### config.mk
export PLATFORM = sky130hd
export DESIGN_NAME = mem_port_arbiter
export DESIGN_NICKNAME = d
export VERILOG_FILES = /design/src/rtl/mem_port_arbiter.sv
export SDC_FILE = /design/constraint.sdc
export NUM_CORES = 1
export LEC_CHECK = 0
export ABC_AREA = 1
export ABC_CLOCK_PERIOD_IN_PS = 2700
export CAP_MARGIN = 20
export CELL_PAD_IN_SITES_DETAIL_PLACEMENT = 0
export CELL_PAD_IN_SITES_GLOBAL_PLACEMENT = 1
export CORE_ASPECT_RATIO = 0.75
export CORE_MARGIN = 2
export CORE_UTILIZATION = 27
export DETAILED_ROUTE_END_ITERATION = 10
export GPL_ROUTABILITY_DRIVEN = 0
export PLACE_DENSITY = 0.95
export RECOVER_POWER = 50
export SYNTH_ARGS = -nofsm -noshare
export SYNTH_HDL_FRONTEND = slang
export SYNTH_SLANG_ARGS = --single-unit
export TNS_END_PERCENT = 1
### constraint.sdc
create_clock -name clk -period 2.7 [get_ports clk]
set_input_delay 0.54 -clock clk [delete_from_list [all_inputs] [get_ports clk]]
set_output_delay 0.54 -clock clk [all_outputs]
set_load 0.05 [all_outputs]
### src/rtl/mem_port_arbiter.sv
// mem_port_arbiter: arbitrates fetch/data requests onto one single-port BRAM with read-modify-write sub-word stores.
module mem_port_arbiter #(
    parameter int ADDR_W = 12
) (
    input  logic              clk,
    input  logic              rst_n,
    input  logic              i_req,
    input  logic [31:0]       i_addr,
    output logic              i_rdy,
    output logic              i_valid,
    output logic [31:0]       i_rdata,
    input  logic              d_req,
    input  logic              d_we,
    input  logic [3:0]        d_be,
    input  logic [31:0]       d_addr,
    input  logic [31:0]       d_wdata,
    output logic              d_rdy,
    output logic              d_valid,
    output logic [31:0]       d_rdata,
    output logic              mem_we,
    output logic [ADDR_W-1:0] mem_addr,
    output logic [31:0]       mem_din,
    input  logic [31:0]       mem_dout
);
    typedef enum logic [2:0] {IDLE, RD, RESP, MERGE, WR, ACK} state_t;
    state_t            state_q, state_d;
    logic              last_d_q, last_d_d;
    logic              is_d_q, is_d_d;
    logic              we_q, we_d;
    logic [3:0]        be_q, be_d;
    logic [31:0]       wdata_q, wdata_d;
    logic              mem_we_q, mem_we_d;
    logic [ADDR_W-1:0] mem_addr_q, mem_addr_d;
    logic [31:0]       mem_din_q, mem_din_d;
    logic              idle, gnt_data;
    logic [31:0]       merged;
    logic              unused_addr_bits;
    assign unused_addr_bits = ^{i_addr[31:ADDR_W+2], i_addr[1:0], d_addr[31:ADDR_W+2], d_addr[1:0]};
    always_comb begin
        for (int n = 0; n < 4; n++)
            merged[8*n +: 8] = be_q[n] ? wdata_q[8*n +: 8] : mem_dout[8*n +: 8];
    end
    always_comb begin
        idle     = state_q == IDLE;
        gnt_data = d_req & (~i_req | ~last_d_q);
        d_rdy    = idle & gnt_data;
        i_rdy    = idle & i_req & ~gnt_data;
        i_valid  = state_q == RESP && !is_d_q;
        d_valid  = (state_q == RESP && is_d_q) || state_q == WR || state_q == ACK;
        i_rdata  = i_valid ? mem_dout : 32'd0;
        d_rdata  = (state_q == RESP && is_d_q) ? mem_dout : 32'd0;
        state_d    = state_q;
        last_d_d   = last_d_q;
        is_d_d     = is_d_q;
        we_d       = we_q;
        be_d       = be_q;
        wdata_d    = wdata_q;
        mem_we_d   = mem_we_q;
        mem_addr_d = mem_addr_q;
        mem_din_d  = mem_din_q;
        case (state_q)
            IDLE: begin
                if (d_rdy) begin
                    last_d_d = 1'b1;
                    is_d_d   = 1'b1;
                    we_d     = d_we;
                    be_d     = d_be;
                    wdata_d  = d_wdata;
                    if (d_we && d_be == 4'h0) begin
                        state_d = ACK;
                    end else begin
                        mem_addr_d = d_addr[ADDR_W+1:2];
                        // Whole-word stores skip the read; everything else reads first.
                        state_d    = (d_we && d_be == 4'hf) ? WR : RD;
                        mem_we_d   = d_we && d_be == 4'hf;
                        mem_din_d  = (d_we && d_be == 4'hf) ? d_wdata : mem_din_q;
                    end
                end else if (i_rdy) begin
                    last_d_d   = 1'b0;
                    is_d_d     = 1'b0;
                    we_d       = 1'b0;
                    mem_addr_d = i_addr[ADDR_W+1:2];
                    state_d    = RD;
                end
            end
            RD: state_d = we_q ? MERGE : RESP;
            MERGE: begin
                mem_din_d = merged;
                mem_we_d  = 1'b1;
                state_d   = WR;
            end
            default: begin
                mem_we_d = 1'b0;
                state_d  = IDLE;
            end
        endcase
    end
    always_ff @(posedge clk) begin
        if (!rst_n) begin
            state_q    <= IDLE;
            last_d_q   <= 1'b0;
            is_d_q     <= 1'b0;
            we_q       <= 1'b0;
            be_q       <= 4'h0;
            wdata_q    <= 32'd0;
            mem_we_q   <= 1'b0;
            mem_addr_q <= '0;
            mem_din_q  <= 32'd0;
        end else begin
            state_q    <= state_d;
            last_d_q   <= last_d_d;
            is_d_q     <= is_d_d;
            we_q       <= we_d;
            be_q       <= be_d;
            wdata_q    <= wdata_d;
            mem_we_q   <= mem_we_d;
            mem_addr_q <= mem_addr_d;
            mem_din_q  <= mem_din_d;
        end
    end
    assign mem_we   = mem_we_q;
    assign mem_addr = mem_addr_q;
    assign mem_din  = mem_din_q;
endmodule

### Yosys cells after proc, flatten, opt, wreduce, memory -nomap -nowiden

Index checks and enable logic that the tools add are counted.

* $add $sub $neg: 0
* $mul: 0
* div/mod/pow operators: 0
* order comparisons: 0
* equal/unequal tests: 11
* shift operators: 0
* mux-type cells: 25
* bitwise gates (word level): 9
* reduce and logical (&&, ||, !) cells: 16

Operators by type and width (count)
* 32-bit 2-to-1 mux: 5
* 32-bit case mux with 2 select lines: 1
* 12-bit 2-to-1 mux: 3
* 8-bit 2-to-1 mux: 4
* 3-bit 2-to-1 mux: 4
* 3-bit case mux with 3 select lines: 1
* 3-bit by 2-bit == test with 1-bit output (second input constant): 2
* 3-bit == test (second input constant): 2
* 1-bit 2-to-1 mux: 6
* 2-bit inequality test (second input constant): 3
* 3-bit AND reduction: 2
* 1-bit bitwise AND: 4
* 4-bit == test (second input constant): 1
* 1-bit logical AND: 4
* 4-bit zero test: 1
* 1-bit NOT: 4
* 2-bit AND reduction: 2
* 4-bit AND reduction: 1
* 2-bit nonzero test: 2
* 3-bit by 1-bit == test with 1-bit output (second input constant): 1
* 3-bit zero test: 1
* 3-bit inequality test (second input constant): 1
* 1-bit case mux with 3 select lines: 1
* 1-bit logical OR: 2
* other kinds (3): 3

* flip-flop bits (word level): 86
* latch bits: 0
* RAM bits: 0
* memory bits (read-only): 0
* input bits: 137
* output and inout bits: 113
* memories: 0

### Logic depth before layout (Yosys ltp)

Gate-level depths: netlist of run 1.

* depth after elaboration: 8
* depth in mapped cells: 10
* gate-level depth less buffers: 9

### Least setup slack after synthesis of run 1

Ideal clock, no wire load.

* kind: flip-flop to output port
* from: register state_q[1]
* to: output port i_rdata[10]
* arrival time: 2204 ps
* required time: 2160 ps
* path slack: -44 ps
* stages on the path, launching flop included: 6
* path buffers: 1
* cell sequence: dfxtp_1 -> inv_2 -> nor3_2 -> inv_2 -> buf_2 -> nor2_1

* cells in the longest elaborated chain, start to end: 3

RTL lines
* start: declaration: RTL line 26 `state_t state_q, state_d;`
* start signal: assignment: RTL line 110 `state_q <= state_d;`
* 3-bit by 2-bit == test with 1-bit output: RTL line 48 `i_valid = state_q == RESP && !is_d_q;`
* 1-bit logical AND: RTL line 48
* net i_valid: RTL line 10 `output logic i_valid,`
* 32-bit 2-to-1 mux: RTL line 50 `i_rdata = i_valid ? mem_dout : 32'd0;`
* end: declaration: RTL line 11 `output logic [31:0] i_rdata,`

The timed path passes the listed nets, and every way through them passes these cells.

### Final worst setup path of run 1

* from: register state_q[1]
* to: output port i_valid

* cells in the longest elaborated chain, start to end: 2

RTL lines (RTL line)
* 3-bit by 2-bit == test with 1-bit output: 48
* 1-bit logical AND: 48
* end: declaration: 10

Every way passes these cells.

==> results of run 1 <==
## critical path: stages (launching register included)
cell             delay, ns
dfxtp_1               0.46
inv_2                 0.10
nor3_2                0.24
clkdlybuf4s50_1       0.85
## area by class of cell
| type | instances | area, µm² |
|---|---|---|
| Fill cell | 1601 | 8523 |
| Sequential cell | 86 | 1722 |
| Clock buffer | 12 | 236.5 |
| Inverter | 53 | 198.9 |
| Timing Repair Buffer | 222 | 2799 |
| Multi-Input combinational cell | 557 | 2276 |
| Tap cell | 210 | 262.8 |
| Clock inverter | 4 | 47.55 |
## layout by cell type (no fill, tap or decap), drive strengths merged
cell type and count:
nand2 207, inv 53, clkdlybuf4s50 100, nor2 233, a21oi 6, clkinvlp 1, clkbuf 18, dfxtp 86
nor3 1, buf 75, bufinv 1, nand4 1, clkinv 2, dlygate4sd3 41, nand3 7, o21ai 102
## metrics by stage
| stage | cells | setup TNS (ns) | setup slack, ns | hold WS, ns |
|---|---|---|---|---|
| final | 1144 | 0 | 0.1572 | 0.4919 |
| after global placement | 1128 | 0 | 0.3609 | 0.4695 |
| after floorplan | 743 | -1.305 | -0.04351 | 0.4552 |
| after detailed placement | 1128 | 0 | 0.3614 | 0.4817 |
| after CTS | 1144 | 0 | 0.1151 | 0.4948 |
| after global routing | 1144 | 0 | 0.04742 | 0.5158 |
## power by group through the flow
stage               registers, µW  clock network (µW)  logic (µW)
floorplan                    1880                   0         931
global placement             1640                   0        1910
detailed placement           1650                   0        1920
CTS                          1620                1270        1920
global route                 1650                1310        2020
finish                       1620                1230        1860
## routing by layer
metal | wire, µm | up-vias | GRT usage (%) | part of all wire, %
met3 | 1062 | 18 | 5.239 | 6.8
met1 | 7299 | 2259 | 22.76 | 47
li1 | - | 2630 | - | -
met4 | 289 | 0 | 5.857 | 1.8
met2 | 6982 | 165 | 29.07 | 45
met5 | 0 | - | 0 | 0
## flip-flops by register name, summed over array words and instances, names as in the netlist
signal / flops
be_q: 4
is_d_q: 1
mem_addr: 12
mem_din: 32
mem_we: 1
state_q: 3
wdata_q: 32
we_q: 1
## worst max-delay path by stage
stage,end
final,i_valid
after global routing,mem_din[22]
after CTS,i_valid
after detailed placement,mem_addr[0]
after global placement,mem_addr[6]
after floorplan,i_rdata[10]
## logic make-up (layout without fill, tap and decap cells)
logic type             count (synthesis)  count (layout)  share of synthesized area [%]
AO/OA/AOI/OAI                        108             108                          12.19
flip-flops                            86              86                          38.83
buffers and inverters                100             291                          9.622
AND/OR/NAND/NOR                      449             449                          39.36
==> results by group, run 1 <==
Place
  – Port Buf Inserts: about 210
  – DP Area: 7287 µm²
  – Hpwl dp: 11.39 mm

Global route
  – Total gr overflow: 0
  – Initial antenna violation count: 0
  – Vias in the first global route: between 4,000 and 5,000
  – First-pass GRT wire length: 24.80 mm
  – Pin count of the biggest net entering global routing: 37
  – Gr usage total: between 10% and 20%

Synth
  – FFs w/ async S/R, synth: 0%
  – Register area share after synthesis: 38.83%
  – Primary FF master, synth: dfxtp_1
  – Area of the mapped netlist: between 4000 and 5000 µm²
  – Avg Synthesized Cell Area: a little under 6 µm²
  – Syn_nets: 880
  – Netlist cell types: 20
  – #FFs+latches synth: 86
  – Largest cells by area after synthesis: dfxtp_1 (39%), nor2_1 (19%), nand2_1 (17%)
  – Top cell type's share of synthesized area: 38.83%
  – Synth warnings: 0
  – Syn Inst Count: 743
  – Top-count cell post-synth: nor2_1
  – Yosys top cell by area: dfxtp_1
  – Number of flops mapped to enable cells by yosys: 0
  – Most instantiated cells after synthesis: nor2_1 (230), nand2_1 (201), o21ai_0 (91)

Pwr
  – P per Cell Area: 623.6 nW/µm²
  – Leak: 0.003552 µW
  – Sw Share: 39.08%
  – Clk pwr share: 26.0%
  – Reg power frac: between 30% and 40%
  – Logic gate share of total power: between 30% and 40%
  – Internal power: 2865 µW
  – Max rail drop VDD: 257.5 µV
  – Power Total: 4703 µW
  – Switching pwr: 1838 µW

Floorplan
  – Io pins: 250
  – Core area: ~16,000 µm²
  – Die H: 115.0 µm
  – Rows: 40
  – Total die area: 17,480 µm²
  – Initial Utilization: approximately 28%
  – Chip Width: between 150 and 200 µm

Setup path
  – R2R Setup Slk: 0.54 ns
  – Reg2reg start: state_q[1]
  – Worst path arrival time: 2.00 ns
  – Crit Reg-Reg Endpoint: mem_addr[3]
  – Startpoint Class: flop
  – Largest fanout on the critical path: 5
  – Critical path required time: 2.16 ns
  – Crit path from: state_q[1]
  – CP Class: reg2out
  – R2R cell count: 8
  – CP endpoint kind: output pin

Clock network
  – Clock transition at path regs: 0.06 ns
  – # Post-CTS Setup Buffers: 0
  – Post-CTS sizing: 0
  – Cts bufs inserted: 9
  – Root buf cell: clkbuf_16
  – CTS tree: built
  – Clk Latency, worst-skew pair: 0.35 ns
  – H-tree lvl count: 3
  – Sink Count: 86
  – CTS Hold Bufs: 0
  – Clock Tree Buf Depth: 2

Cells and area
  – Final core occ: between 40% and 50%
  – Total Nets Final: 1,066
  – Area grow syn2layout: 70.09%
  – Share of cells above drive strength 1: approximately 11%
  – Post-Layout Inst Area: 7542 µm²
  – # diodes: 0

Detailed routing
  – Routed via count: 5,072
  – Remaining routing DRC violations: 0
  – Vias/cell: 4.434
  – DRT Wirelength: 15.63 mm
  – Routed WL per cell: 13.67 µm
  – Routed Antenna Nets: 0
  – Number of DRC markers in iteration 0: 223
  – First-pass DRT Iterations: 4

Worst hold path
  – Hold path cells: 2
  – Worst Hold End: mem_we
  – Hold path startpoint: mem_we
  – Worst Hold Class: reg2reg

STA
  – Fin. max-slew vios: 0
  – RSZ-0062 raised after global routing: false
  – Setup violations, final: 0
  – Layout Skew: between 0.007 and 0.008 ns
  – Final period utilization: 94.18%
  – Worst slew pin tran: 1.338 ns
  – Slew margin rel.: 10.77%
  – Hold Vio Cnt, Final: 0
  – Fmax: 393.3 MHz
  – Min Tclk post-route: about 2.5 ns

Status
  – Status: finished, final reports clean

Job
  – Max Cap Viol: 0
Note: power is estimated with default switching activity, not from simulation.
==> run 2: changes to the inputs <==
Settings changed: ABC_AREA 1 to not set, CORE_UTILIZATION 27 to 29.
==> run 2 against run 1 <==
  * Routed wire length fell by 6.9%
  * Synthesized cell count shrank 24%
  * Via count decreased by 11%
  * Clock skew down 0.0014 ns
  * Power is 18% lower
  * Sequential power fell by 9.9%
  * Critical path depth grew 3
  * Design area up 3.4%
  * Largest cell class unchanged
  * Largest power group is now registers
==> results by group, run 2 <==
Status
  – Status: finished, final reports clean

Detailed routing
  – Routed Antenna Nets: 0
  – Remaining routing DRC violations: 0
  – DRT Wirelength: approximately 15 mm
  – Number of DRC markers in iteration 0: 199
  – Routed via count: 4,534
  – Vias/cell: roughly 4.7
  – Routed WL per cell: 15.24 µm
  – First-pass DRT Iterations: 4

STA
  – Setup violations, final: 0
  – Hold Vio Cnt, Final: 0
  – Fmax: ~400 MHz
  – Fin. max-slew vios: 0
  – Min Tclk post-route: 2.482 ns
  – Sum Neg Setup Slack: 0 ns
  – Worst slew pin tran: 1.059 ns
  – Final period utilization: 91.93%
  – Layout Skew: ~0.0064 ns
  – RSZ-0062 raised after global routing: false
  – Slew margin rel.: ~29%

Setup path
  – Delay-heaviest family, CP: buffers and inverters
  – Crit path from: d_we
  – Critical path required time: between 2 and 3 ns
  – Worst path arrival time: 2.70 ns
  – CP bufs+invs: 2
  – CP Class: in2reg
  – Reg2reg start: state_q[0]
  – R2R cell count: 6
  – Crit Reg-Reg Endpoint: state_q[2]
  – Critical path cell sequence: clkdlybuf4s50_1 > nor4b_1 > a21oi_1 > o22a_1 > buf_12 > mux2i_1
  – Crit path max-delay cell type: clkdlybuf4s50_1
  – CP endpoint kind: flop
  – Startpoint Class: input port
  – CP peak stage delay: roughly 0.56 ns
  – Largest fanout on the critical path: 16
  – R2R Setup Slk: 0.26 ns

Pwr
  – Internal power: 2568 µW
  – Leak: 0.002926 µW
  – Max rail drop VDD: about 430 µV
  – Switching pwr: ~1300 µW
  – Sw Share: 33.33%
  – Reg power frac: around 38%
  – Logic gate share of total power: 31.8%
  – Clk pwr share: between 30 and 40%
  – P per Cell Area: 493.8 nW/µm²

Synth
  – #FFs+latches synth: 86
  – FFs w/ async S/R, synth: 0%
  – Netlist cell types: 39
  – Yosys top cell by area: dfxtp_1
  – Top cell type's share of synthesized area: a little under two fifths
  – Primary FF master, synth: dfxtp_1
  – Largest cells by area after synthesis: dfxtp_1 (37%), mux2i_1 (14%), nand2_1 (13%)
  – Syn_nets: about 700
  – Top-count cell post-synth: nand2_1
  – Avg Synthesized Cell Area: 8.208 µm²
  – Syn Inst Count: 562
  – Number of flops mapped to enable cells by yosys: 0
  – Synth warnings: 0
  – Area of the mapped netlist: 4613 µm²
  – Register area share after synthesis: 37.32%
  – Most instantiated cells after synthesis: nand2_1 (163), dfxtp_1 (86), and2_1 (65)

Clock network
  – Post-CTS sizing: 0
  – Clock Tree Buf Depth: 2
  – CTS tree: built
  – Clk Latency, worst-skew pair: about 0.34 ns
  – Cts bufs inserted: 9
  – # Post-CTS Setup Buffers: 0
  – Sink Count: 86
  – Clock transition at path regs: around 0.060 ns
  – H-tree lvl count: 3
  – Root buf cell: clkbuf_16
  – CTS Hold Bufs: 0

Global route
  – Initial antenna violation count: 0
  – Vias in the first global route: 4,382
  – Gr usage total: 17.23%
  – First-pass GRT wire length: 23.14 mm
  – Pin count of the biggest net entering global routing: 65
  – Total gr overflow: 0

Cells and area
  – Most frequent cells in the layout: nand2_1 (163), clkdlybuf4s50_1 (101), dfxtp_1 (86)
  – Register area: 1722 µm²
  – Share of cells above drive strength 1: 14.67%
  – Final core occ: 50.75%
  – Total Nets Final: 883
  – Area grow syn2layout: 69.11%
  – Most common cell after layout, fill and taps aside: nand2_1
  – Filler instances: around 1,400
  – # diodes: 0
  – Multi-input logic area: 2623 µm²

Floorplan
  – Initial Utilization: 30.01%
  – Io pins: 250
  – Total die area: 16,940 µm²
  – Chip Width: 149.6 µm
  – Rows: 39
  – Die H: between 100 and 150 µm
  – Core area: 15,370 µm²

Job
  – Max Cap Viol: 0

Worst hold path
  – Worst Hold End: mem_din[19]
  – Hold path cells: 2
  – Hold path startpoint: mem_din[19]
  – Worst Hold Class: reg2reg

Place
  – Hpwl dp: 10.62 mm
  – Port Buf Inserts: 209
[run 2: cell count changes after synthesis, moves of 6 or more]
cell,previous run,this run
nor2_1,230,5
o21ai_0,91,4
and2_1,0,65
mux2i_1,0,64
inv_1,46,2
nand2_1,201,163
o211ai_1,0,32
a21boi_1,0,29
a31oi_1,0,12
o31ai_1,0,12
o21ai_1,11,0
buf_2,20,10
a21boi_0,0,9
clkbuf_1,22,28
[run 2: area by class of cell]
type	count	area share (%)
tap	205	3.288
clock buffer	11	3.240
timing repair buffer	223	37.31
sequential	86	22.07
clock inverter	4	0.2887
inverter	4	0.1925
multi-input combinational	422	33.62
[run 2: power by group through the flow]
| stage | Clock [µW] | Sequential (µW) | Combinational [µW] |
|---|---|---|---|
| after floorplan | 0 | 1610 | 591 |
| after global placement | 0 | 1490 | 1250 |
| after detailed placement | 0 | 1490 | 1260 |
| after CTS | 1210 | 1470 | 1270 |
| after global routing | 1250 | 1480 | 1310 |
| final | 1160 | 1460 | 1220 |
[run 2: cells by family (layout without fill, tap and decap cells)]
logic type,count (synthesis),in the layout,share of synthesized area [%]
simple gates,250,250,25.60
compound gates,108,108,16.98
flops,86,86,37.32
mux,64,64,13.89
buf+inv,54,242,6.211
[run 2: per-stage QoR]
step	hold slack, ns	cells	setup WS, ns	area, µm²	power [µW]
floorplan	0.4347	562	0.1774	4613	2201
global placement	0.4410	940	0.2363	7548	2737
detailed placement	0.4451	940	0.1841	7548	2757
CTS	0.4538	955	0.1900	7824	3943
global route	0.4696	955	0.07341	7801	4036
finish	0.4509	955	0.2178	7801	3852
[run 2: worst max path at each step]
stage | endpoint | slack [ns] | cells after the start
5_1_grt | state_q[2] | 0.07 | 6
6_report | mem_din[4] | 0.22 | 6
4_1_cts | i_rdata[4] | 0.19 | 5
3_5_place_dp | mem_din[4] | 0.18 | 6
3_3_place_gp | mem_din[4] | 0.24 | 6
2_1_floorplan | i_rdata[22] | 0.18 | 4
[run 2: worst register-to-register path, cell delays in order, from the launching register on]
cell and delay, ns:
dfxtp_1 0.44, nor3_1 0.46, nand3_2 0.16, inv_2 0.10, buf_2 0.81, o21ai_0 0.22
a21oi_1 0.18
[run 2: routing by layer]
| metal | wire length, µm | track usage, % | share of wire (%) | vias to the layer above |
|---|---|---|---|---|
| met1 | 6478 | 22.46 | 44 | 2082 |
| met3 | 1205 | 6.048 | 8.3 | 13 |
| li1 | - | - | - | 2283 |
| met2 | 6724 | 27.22 | 46 | 156 |
| met5 | 0 | 0 | 0 | - |
| met4 | 150 | 4.381 | 1.0 | 0 |
